## config.mk

```make
export PLATFORM = sky130hd
export DESIGN_NAME = multdiv_pw_sequencer
export DESIGN_NICKNAME = d
export VERILOG_FILES = /design/src/rtl/multdiv_pkg.sv /design/src/rtl/multdiv_watchdog.sv /design/src/rtl/multdiv_pw_sequencer.sv
export SDC_FILE = /design/constraint.sdc
export NUM_CORES = 1
export LEC_CHECK = 0
export CORE_ASPECT_RATIO = 0.8
export CORE_MARGIN = 10
export CORE_UTILIZATION = 45
export DETAILED_ROUTE_END_ITERATION = 10
export DONT_BUFFER_PORTS = 1
export SLEW_MARGIN = 40
export SYNTH_ARGS = -nofsm -noshare
export SYNTH_HDL_FRONTEND = slang
export SYNTH_SLANG_ARGS = --single-unit
```

## constraint.sdc

```tcl
create_clock -name clock -period 4.65 [get_ports clock]
set_input_delay 1.1625 -clock clock [delete_from_list [all_inputs] [get_ports clock]]
set_output_delay 1.1625 -clock clock [all_outputs]
set_load 0.05 [all_outputs]
```

## src/rtl/multdiv_pkg.sv

```systemverilog
// Shared types and constants for the mult/div P/W sequencer.
// Optional feature macro: MULTDIV_TIMEOUT_EN (WAIT-state watchdog).
package multdiv_pkg;

  typedef enum logic [1:0] {
    IDLE  = 2'd0,
    START = 2'd1,
    WAIT  = 2'd2,
    DONE  = 2'd3
  } state_e;

  typedef enum logic {
    OP_MULT = 1'b0,
    OP_DIV  = 1'b1
  } op_e;

  localparam logic [2:0] EXC_NONE    = 3'd0;
  localparam logic [2:0] EXC_MULT    = 3'd1;
  localparam logic [2:0] EXC_DIV     = 3'd2;
  localparam logic [2:0] EXC_TIMEOUT = 3'd7;

  localparam int unsigned MAX_CYCLES_DEFAULT = 40;

  // Exception code reported alongside a unit result.
  function automatic logic [2:0] exc_code(input op_e op, input logic exc);
    if (!exc) return EXC_NONE;
    return (op == OP_MULT) ? EXC_MULT : EXC_DIV;
  endfunction

endpackage

```

## src/rtl/multdiv_watchdog.sv

```systemverilog
// Saturating WAIT-state cycle counter. Only compiled and used when
// MULTDIV_TIMEOUT_EN is defined.
`ifdef MULTDIV_TIMEOUT_EN
module multdiv_watchdog #(
  parameter int unsigned MAX_CYCLES = 40
) (
  input  logic clk_i,
  input  logic rst_i,
  input  logic clear_i,
  input  logic enable_i,
  output logic expired_o
);

  localparam int unsigned CNT_W = $clog2(MAX_CYCLES + 1);
  localparam logic [CNT_W-1:0] SAT   = CNT_W'(MAX_CYCLES);
  localparam logic [CNT_W-1:0] LIMIT = CNT_W'(MAX_CYCLES - 1);

  logic [CNT_W-1:0] count_q;

  // Counter holds the number of WAIT cycles already spent; saturates.
  always_ff @(posedge clk_i) begin
    if (rst_i || clear_i) begin
      count_q <= '0;
    end else if (enable_i && (count_q != SAT)) begin
      count_q <= count_q + CNT_W'(1);
    end
  end

  // Expires during the MAX_CYCLES-th WAIT cycle so DONE follows directly.
  assign expired_o = enable_i && (count_q >= LIMIT);

endmodule
`endif

```

## src/rtl/multdiv_pw_sequencer.sv

```systemverilog
// Sequencer for the multicycle mult/div unit feeding the P/W register.
// Detects MUL/DIV in X, stalls, pulses start, waits for md_ready and
// presents the result to P/W for exactly one cycle.
// Optional feature macro: MULTDIV_TIMEOUT_EN (forces DONE with
// EXC_TIMEOUT after MAX_CYCLES WAIT cycles without md_ready).
//
// Handshake: the unit's md_ready is a one-cycle valid pulse (no back-
// pressure) that is only honoured in WAIT; pw_enable_instr is a one-cycle
// valid to the P/W register, which always accepts.
module multdiv_pw_sequencer
  import multdiv_pkg::*;
#(
  parameter int unsigned DATA_W     = 32,
  parameter int unsigned MAX_CYCLES = MAX_CYCLES_DEFAULT
) (
  input  logic              clock,
  input  logic              reset,
  input  logic              is_mult_x,
  input  logic              is_div_x,
  input  logic [DATA_W-1:0] instr_x,
  input  logic [DATA_W-1:0] md_result,
  input  logic              md_ready,
  input  logic              md_exception,
  output logic              ctrl_mult,
  output logic              ctrl_div,
  output logic              stall,
  output logic              busy,
  output logic              pw_enable_instr,
  output logic [DATA_W-1:0] pw_instr,
  output logic [DATA_W-1:0] pw_p,
  output logic              pw_r,
  output logic [2:0]        pw_e,
  output state_e            dbg_state_o
);

  state_e            state_q, state_d;
  op_e               op_q, op_d;
  logic [DATA_W-1:0] instr_q, instr_d;
  logic              ctrl_mult_q, ctrl_mult_d;
  logic              ctrl_div_q, ctrl_div_d;
  logic              busy_q, busy_d;
  logic              pw_en_q, pw_en_d;
  logic [DATA_W-1:0] pw_instr_q, pw_instr_d;
  logic [DATA_W-1:0] pw_p_q, pw_p_d;
  logic              pw_r_q, pw_r_d;
  logic [2:0]        pw_e_q, pw_e_d;
  logic              stall_w;
  logic              timeout_w;

`ifdef MULTDIV_TIMEOUT_EN
  multdiv_watchdog #(
    .MAX_CYCLES(MAX_CYCLES)
  ) u_watchdog (
    .clk_i    (clock),
    .rst_i    (reset),
    .clear_i  (state_q == START),
    .enable_i (state_q == WAIT),
    .expired_o(timeout_w)
  );
`else
  logic unused_max_cycles;
  assign unused_max_cycles = (MAX_CYCLES != 0);
  assign timeout_w         = 1'b0;
`endif

  // Next-state, held-operand capture and next values of registered outputs.
  always_comb begin
    state_d    = state_q;
    op_d       = op_q;
    instr_d    = instr_q;
    stall_w    = 1'b0;
    pw_p_d     = '0;
    pw_e_d     = EXC_NONE;
    pw_en_d    = 1'b0;
    pw_r_d     = 1'b0;
    pw_instr_d = '0;

    case (state_q)
      IDLE: begin
        if (is_mult_x || is_div_x) begin
          stall_w = 1'b1;
          instr_d = instr_x;
          op_d    = is_mult_x ? OP_MULT : OP_DIV;
          state_d = START;
        end
      end
      START: begin
        stall_w = 1'b1;
        state_d = WAIT;
      end
      WAIT: begin
        stall_w = 1'b1;
        if (md_ready) begin
          state_d = DONE;
          pw_p_d  = md_result;
          pw_e_d  = exc_code(op_q, md_exception);
        end else if (timeout_w) begin
          state_d = DONE;
          pw_p_d  = '0;
          pw_e_d  = EXC_TIMEOUT;
        end
      end
      DONE: begin
        state_d = IDLE;
      end
      default: begin
        state_d = IDLE;
      end
    endcase

    if (state_d == DONE) begin
      pw_en_d    = 1'b1;
      pw_r_d     = 1'b1;
      pw_instr_d = instr_q;
    end

    ctrl_mult_d = (state_d == START) && (op_d == OP_MULT);
    ctrl_div_d  = (state_d == START) && (op_d == OP_DIV);
    busy_d      = (state_d != IDLE);
  end

  // State, held operands and registered outputs; synchronous reset.
  always_ff @(posedge clock) begin
    if (reset) begin
      state_q     <= IDLE;
      op_q        <= OP_MULT;
      instr_q     <= '0;
      ctrl_mult_q <= 1'b0;
      ctrl_div_q  <= 1'b0;
      busy_q      <= 1'b0;
      pw_en_q     <= 1'b0;
      pw_instr_q  <= '0;
      pw_p_q      <= '0;
      pw_r_q      <= 1'b0;
      pw_e_q      <= EXC_NONE;
    end else begin
      state_q     <= state_d;
      op_q        <= op_d;
      instr_q     <= instr_d;
      ctrl_mult_q <= ctrl_mult_d;
      ctrl_div_q  <= ctrl_div_d;
      busy_q      <= busy_d;
      pw_en_q     <= pw_en_d;
      pw_instr_q  <= pw_instr_d;
      pw_p_q      <= pw_p_d;
      pw_r_q      <= pw_r_d;
      pw_e_q      <= pw_e_d;
    end
  end

  // Stall is combinational so a newly detected op freezes F/D/X at once.
  assign stall           = stall_w && !reset;
  assign ctrl_mult       = ctrl_mult_q;
  assign ctrl_div        = ctrl_div_q;
  assign busy            = busy_q;
  assign pw_enable_instr = pw_en_q;
  assign pw_instr        = pw_instr_q;
  assign pw_p            = pw_p_q;
  assign pw_r            = pw_r_q;
  assign pw_e            = pw_e_q;
  assign dbg_state_o     = state_q;

endmodule

```

==> results of run 1 <==
-- cell usage after synthesis (2+ instances only) --
library cell	number	area share (%)
dfxtp_1	105	64
nor3_1	3	0.46
a21oi_1	33	5.1
nor2_1	5	0.57
and2_4	24	6.4
and2_2	3	0.69
buf_6	3	1.0
inv_1	2	0.23
o21a_1	2	0.46
and2_1	37	7.1
buf_4	2	0.46
ha_1	4	1.5
clkbuf_1	13	1.5
nor4b_1	2	0.54
nand2_1	65	7.5
-- sequential cells by signal, indices dropped and copies added, names as in the netlist --
name,count
op_q,1
pw_instr,32
instr_q,32
ctrl_div,1
ctrl_mult,1
dbg_state_o,2
pw_e,2
pw_r,1
pw_p,32
busy,1
-- final cells by class --
cell class              instances  area (µm²)
clock buffers                  11         141
clock inverters                 4        77.6
fillers                       649        3420
inverters                       2        7.51
multi-input cells             187        1070
flip-flops and latches        105        2100
well taps                      87         109
repair buffers                  4        30.0
-- worst max-delay path, stage by stage (launching register included) --
cell and delay, ns:
dfxtp_1 0.74, inv_1 0.18, ha_1 0.42, nor2_1 0.09, nor3_2 0.10, buf_4 0.22
-- per-layer routing --
metal / vias to the layer above / routed length (µm)
met5: - / 0
met4: 0 / 63
met3: 5 / 771
met2: 75 / 3430
met1: 853 / 2520
li1: 967 / -
-- per-stage QoR --
step | area (µm²) | total power [mW] | util [%]
after floorplan | 3270 | 1.61 | -
after global placement | 3320 | 1.68 | 47.7
after detailed placement | 3320 | 1.69 | 47.7
after CTS | 3540 | 2.29 | 50.9
after global routing | 3540 | 2.39 | 50.9
final | 3540 | 2.25 | 50.9
-- worst paths after layout --
path	from	endpoint	cells past startpoint
max	dbg_state_o[0]	stall	5
max reg2reg	dbg_state_o[0]	pw_instr[17]	5
min	instr_q[2]	instr_q[2]	2
min reg2reg	instr_q[2]	instr_q[2]	2
-- kinds of logic (layout without fill, tap and decap cells) --
| logic type | Yosys count | count (layout) |
|---|---|---|
| AO/OA/AOI/OAI | 39 | 39 |
| adder cells (fa/ha/maj) | 4 | 4 |
| buffers and inverters | 20 | 21 |
| flip-flops | 105 | 105 |
| other | 1 | 1 |
| AND/OR/NAND/NOR | 143 | 143 |
-- power by group through the flow --
stage                     registers [mW]  clock network (mW)  logic [mW]
after detailed placement            1.31                   0       0.384
after CTS                           1.29               0.618       0.384
after global routing                1.30               0.660       0.433
final                               1.28               0.595       0.374
after global placement              1.30                   0       0.374
after floorplan                     1.27                   0       0.335
==> impl_metrics.tcl, run 1 <==
set metrics [dict create \
    globalRoute.busiestLayer "met2" \
    hold_class "reg2reg" \
    synth-edff-count 0 \
    cts_hold_buf 0 \
    final_cell_mix "dfxtp_1, nand2_1, and2_1" \
    synth_top_family_by_area "simple AND/OR/NAND/NOR gates" \
    yosysSeqAreaShare_pct 64.3 \
    p_leak_nw 1.44 \
    antenna_cells 0 \
    cts_tree "built" \
    port_buffers 0 \
    routedWlPerCell_um 17.0 \
    core-area_mm2 0.00696 \
    syn_to_final_growth_pct 8.27 \
    rows 27 \
    wirelength_um 6790 \
    critPathArrivalTime_ns 2.11 \
    period_share_pct 70.3 \
    cts_buffers 9 \
    via_count 1900 \
    fin_nets 383 \
    gp_congestion 0.716 \
    worst_pin_slew_ns 0.638 \
    dp_slack_ns 1.76 \
    vias_per_cell 4.75 \
    critPathKind "reg2out" \
    netlist_instances 312 \
    use_met3_pct 7.77 \
    fmax_mhz 306 \
    post_cts_buffers 0 \
    yosys.area_share.simple_pct 24.3 \
    syn-cell-area_mm2 0.00327 \
    cts_buffer_depth 2 \
    cts.clk_slew.worst_paths_ns 0.09 \
    fp.dieArea_mm2 0.0111 \
    finalNonFillerCells 400 \
    ys_types 24 \
    clock_sinks 105 \
    synth-xor-area-share_pct 0 \
    drv_cap 0 \
    grt_max_degree 42 \
    ir_drop_uv 370 \
    ctsResizeCount 0 \
    reg2reg_slack_ns 2.47 \
    yosys_most_used_dff "dfxtp_1" \
    syn_nets 386 \
    drt_iter0_markers 57 \
    intPower_mw 1.47 \
    initial_utilization_pct 47.0 \
    setup_slack_ns 1.38 \
    power.share.clock_pct 26.5 \
    async_flop_share_pct 0 \
    ys.warnings.count 0 \
    dr.pass1.iters 4 \
    drc_errors 0 \
    htree_num_levels 3 \
    synth.mux.area_fraction_pct 0 \
    fin_skew_ns 0.00847 \
    finalCriticalPeriod_ns 3.27 \
    synth_fa_ha_area_share_pct 1.53 \
    grt_pass1_vias 1911 \
    ys_ff_latch 105 \
    clk-insertion-delay-late_ns 0.35 \
    p_sw_mw 0.782 \
    rsz0062_at_grt "false" \
    relSlewSlack_pct 57.4 \
    die_w_um 115 \
    hold_viol 0 \
    antenna_found_initial 0 \
    grt_util_met2_pct 20.4 \
    io_pins 145 \
    finalSetupViolCount 0 \
    dp_hpwl_um 5070 \
    cp_max_fo 6 \
    track_usage_pct 12.2 \
    drive_gt1_share_pct 16.0 \
    ant_nets 0 \
    place_inst 385 \
    grt_remaining_overflow 0 \
    p_per_area_mw_per_mm2 636 \
    fin_setup_tns_ns 0 \
    required_ns 3.49 \
    end_kind "output port" \
    synth-compound-area-share_pct 6.58 \
    slew_violations 0 \
    grt_pass1_wl_um 10300 \
    root_buffer "clkbuf_8" \
    die_y_um 96.2 \
    holdWs_ns 0.446 \
    startpoint_type "register" \
    layout_commonest_cell "dfxtp_1" \
    syn_avg_cell_area_um2 10.5 \
    status "complete, no violations" \
    power_frac_seq_pct 56.9 \
    use_met1_pct 12.5 \
    p_sw_share_pct 34.7 \
    power_frac_comb_pct 16.6 \
]
Note: power is estimated with default switching activity, not from simulation.
==> inputs of run 2 (changes only) <==
==> constraint.sdc (replaced) <==
create_clock -name clock -period 2.9 [get_ports clock]
set_input_delay 0.725 -clock clock [delete_from_list [all_inputs] [get_ports clock]]
set_output_delay 0.725 -clock clock [all_outputs]
set_load 0.05 [all_outputs]
==> impl_metrics.tcl, run 2 (synthesized netlist as in run 1, its figures left out) <==
set metrics [dict create \
    drt_iter0_markers 107 \
    fmax_mhz 405 \
    vias_per_cell 4.70 \
    grt_max_degree 42 \
    dp_slack_ns 0.808 \
    drv_cap 0 \
    ir_drop_uv 402 \
    reg2reg_slack_ns 0.96 \
    io_pins 145 \
    critPathArrivalTime_ns 1.74 \
    gp_congestion 0.725 \
    clock_sinks 105 \
    finalCriticalPeriod_ns 2.47 \
    dr.pass1.iters 4 \
    setup_slack_ns 0.432 \
    clk-insertion-delay-late_ns 0.35 \
    reg2reg_depth 6 \
    htree_num_levels 3 \
    drive_gt1_share_pct 16.5 \
    die_w_um 115 \
    fin_skew_ns 0.00605 \
    drc_errors 0 \
    startpoint_type "register" \
    track_usage_pct 12.4 \
    relSlewSlack_pct 65.2 \
    port_buffers 0 \
    worst_pin_slew_ns 0.521 \
    grt_pass1_vias 1923 \
    fin_setup_tns_ns 0 \
    grt_pass1_wl_um 10400 \
    required_ns 2.17 \
    p_per_area_mw_per_mm2 980 \
    rsz0062_at_grt "false" \
    wirelength_um 6780 \
    cts_tree "built" \
    slew_violations 0 \
    cts.clk_slew.worst_paths_ns 0.09 \
    rows 27 \
    hold_class "in2reg" \
    post_cts_buffers 0 \
    dp_hpwl_um 4960 \
    timing.rr.start "dbg_state_o[1]" \
    die_y_um 96.2 \
    status "complete, no violations" \
    initial_utilization_pct 47.0 \
    via_count 1894 \
    antenna_found_initial 0 \
    critPathKind "reg2out" \
    whs_endpoint "instr_q[10]" \
    antenna_cells 0 \
    routedWlPerCell_um 16.8 \
    root_buffer "clkbuf_8" \
    ctsResizeCount 0 \
    period_share_pct 85.1 \
    grt_remaining_overflow 0 \
    cts_buffers 9 \
    fin_nets 385 \
    final_cell_mix "dfxtp_1, nand2_1, and2_1" \
    cts_buffer_depth 2 \
    hold_viol 0 \
    worstHoldPathCells 1 \
    p_leak_nw 1.41 \
    core-area_mm2 0.00696 \
    rr_endpoint "pw_instr[0]" \
    syn_to_final_growth_pct 7.04 \
    end_kind "output port" \
    fin_util_pct 50.3 \
    hp-start "reset" \
    ant_nets 0 \
    cts_hold_buf 0 \
    cp_max_fo 6 \
    fp.dieArea_mm2 0.0111 \
    finalSetupViolCount 0 \
    layout_commonest_cell "dfxtp_1" \
]
run 2: cell count changes in the layout (fill, tap and decap cells not counted), sizes merged:
cell	delta
bufinv	-2
buf	+2
clkinvlp	+3
run 2: how the worst max path moves through the flow:
stage | startpoint | end | slack, ns | depth (start not counted)
2_1_floorplan | dbg_state_o[0] | stall | 0.29 | 4
3_3_place_gp | dbg_state_o[1] | stall | 0.83 | 6
3_5_place_dp | dbg_state_o[1] | stall | 0.81 | 6
4_1_cts | dbg_state_o[1] | stall | 0.40 | 6
5_1_grt | dbg_state_o[1] | stall | 0.29 | 6
6_report | dbg_state_o[1] | stall | 0.43 | 6
run 2: where the power goes:
group          internal [mW]  leakage, nW  switching (mW)
logic                  0.232        0.485           0.440
clock network          0.310       0.0753           0.448
registers               1.63        0.854           0.372
total                   2.17         1.41            1.26
run 2: cell type report:
cell class / count / area (µm²)
Clock buffer: 11 / 131
Tap cell: 87 / 109
Inverter: 2 / 7.51
Sequential cell: 105 / 2100
Timing Repair Buffer: 6 / 45.0
Clock inverter: 5 / 32.5
Multi-Input combinational cell: 187 / 1070
Fill cell: 648 / 3460
run 2: per-stage QoR:
stage | area [µm²] | hold slack (ns) | power, mW | cells
after global routing | 3500 | 0.392 | 3.65 | 403
after CTS | 3500 | 0.406 | 3.49 | 403
final | 3500 | 0.438 | 3.43 | 403
after global placement | 3330 | 0.432 | 2.71 | 387
after floorplan | 3270 | 0.414 | 2.58 | 312
after detailed placement | 3340 | 0.436 | 2.73 | 387
run 2: metal layers:
layer	wire (µm)	up-vias	global-route usage (%)
met2	3360	78	20.1
met5	0	-	0
met3	766	5	8.33
li1	-	972	-
met4	57	0	4.12
met1	2600	839	12.7
run 2: critical path, cell delays in order, from the launching register on:
cell and delay, ns:
dfxtp_1 0.32, buf_4 0.21, inv_1 0.09, ha_1 0.38, nor2_1 0.08, nor3_2 0.10, buf_4 0.22
==> inputs of run 3 (changes only) <==
--- a/config.mk
+++ b/config.mk
@@ -5,11 +5,12 @@
 export SDC_FILE = /design/constraint.sdc
 export NUM_CORES = 1
 export LEC_CHECK = 0
+export BUFFER_PORTS_ARGS = -buffer_cell sky130_fd_sc_hd__buf_4
 export CORE_ASPECT_RATIO = 0.8
-export CORE_MARGIN = 10
-export CORE_UTILIZATION = 45
+export CORE_MARGIN = 2
+export CORE_UTILIZATION = 42
 export DETAILED_ROUTE_END_ITERATION = 10
-export DONT_BUFFER_PORTS = 1
+export PLACE_DENSITY_LB_ADDON = 0.15
 export SLEW_MARGIN = 40
 export SYNTH_ARGS = -nofsm -noshare
 export SYNTH_HDL_FRONTEND = slang
==> impl_metrics.tcl, run 3 (synthesized netlist as in run 1, its figures left out) <==
set metrics [dict create \
    port_buffers 143 \
    grt_pass1_wl_um 10700 \
    root_buffer "clkbuf_8" \
    wirelength_um 6840 \
    fp.dieArea_mm2 0.00851 \
    vias_per_cell 4.38 \
    post_cts_buffers 0 \
    rsz0062_at_grt "false" \
    status "complete, no violations" \
    hold_viol 0 \
    fin_skew_ns 0.00953 \
    critical_path.startpoint "dbg_state_o[0]" \
    drive_gt1_share_pct 42.3 \
    end_kind "output port" \
    drv_cap 0 \
    cts_hold_buf 0 \
    p_leak_nw 2.15 \
    dr.pass1.iters 4 \
    cts_buffer_depth 2 \
    die_w_um 103 \
    critPathKind "reg2out" \
    grt_pass1_vias 2307 \
    timing.rr.start "dbg_state_o[0]" \
    gp_congestion 0.840 \
    drc_errors 0 \
    hold_class "reg2reg" \
    startpoint_type "register" \
    cts_buffers 9 \
    clk-insertion-delay-late_ns 0.37 \
    ant_nets 0 \
    critPathArrivalTime_ns 1.71 \
    placed_cell_area_mm2 0.00441 \
    holdWs_ns 0.446 \
    grt_max_degree 42 \
    cts.clk_slew.worst_paths_ns 0.10 \
    htree_num_levels 3 \
    antenna_found_initial 0 \
    initial_utilization_pct 43.8 \
    fmax_mhz 410 \
    slew_violations 0 \
    io_pins 145 \
    ir_drop_uv 423 \
    cts_tree "built" \
    ctsResizeCount 0 \
    cp_max_fo 6 \
    dp_hpwl_um 4830 \
    required_ns 2.17 \
    die_y_um 82.9 \
    routedWlPerCell_um 12.2 \
    hp-start "instr_q[2]" \
    via_count 2457 \
    core-area_mm2 0.00746 \
    grt_remaining_overflow 0 \
    drt_iter0_markers 66 \
    rows 28 \
    finalSetupViolCount 0 \
    final_area_mm2 0.00460 \
    layout_commonest_cell "buf_4" \
    finalCriticalPeriod_ns 2.44 \
    clock_sinks 105 \
    track_usage_pct 16.4 \
    fin_setup_tns_ns 0 \
    final_cell_mix "buf_4, dfxtp_1, nand2_1" \
    syn_to_final_growth_pct 40.6 \
    fin_nets 525 \
    antenna_cells 0 \
    p_per_area_mw_per_mm2 807 \
    period_share_pct 84.0 \
]
==> run 3: cell count changes in the layout (fill, tap and decap cells not counted), moves of 2 or more <==
cell | before | now
buf_4 | 6 | 146
clkbuf_1 | 2 | 0
clkbuf_8 | 9 | 11
clkinv_4 | 0 | 2
clkinvlp_4 | 3 | 1
==> run 3: area by class of cell <==
| class | count | area, µm² |
|---|---|---|
| Multi-Input combinational cell | 187 | 1070 |
| Clock buffer | 11 | 151 |
| Timing Repair Buffer | 146 | 1100 |
| Clock inverter | 5 | 38.8 |
| Inverter | 2 | 7.51 |
| Fill cell | 666 | 2860 |
| Tap cell | 105 | 131 |
| Sequential cell | 105 | 2100 |
==> run 3: path summary, 6_finish.rpt <==
kind                                      to  slack (ns)  depth (start not counted)
worst min-delay path             pw_instr[2]        0.45                          1
worst min register to register   pw_instr[2]        0.45                          1
worst max-delay path                   stall        0.46                          5
worst max register to register  pw_instr[31]        1.06                          5
==> run 3: critical path: stages (launching register included) <==
cell and delay, ns:
dfxtp_1 0.43, inv_1 0.11, ha_1 0.40, nor2_1 0.09, nor3_2 0.10, buf_4 0.22
==> run 3: per-layer routing <==
metal,track usage (%),share of wire (%),vias up
met3,7.74,9.1,14
met2,26.4,48,91
met4,6.55,2.1,0
met5,0,0,-
met1,18.4,41,1101
li1,-,-,1251
==> run 3: metrics by stage <==
step / utilization [%] / power (mW) / instances / setup WS (ns)
after global placement: 59.1 / 2.89 / 545 / 0.770
after detailed placement: 59.1 / 2.92 / 545 / 0.767
after CTS: 61.6 / 3.76 / 561 / 0.453
final: 61.6 / 3.71 / 561 / 0.463
after floorplan: - / 2.58 / 312 / 0.291
after global routing: 61.6 / 3.91 / 561 / 0.364
==> run 3: where the power goes <==
group	internal [mW]	switching [mW]
combinational	0.389	0.770
clock	0.364	0.478
sequential	1.63	0.0827
total	2.38	1.33
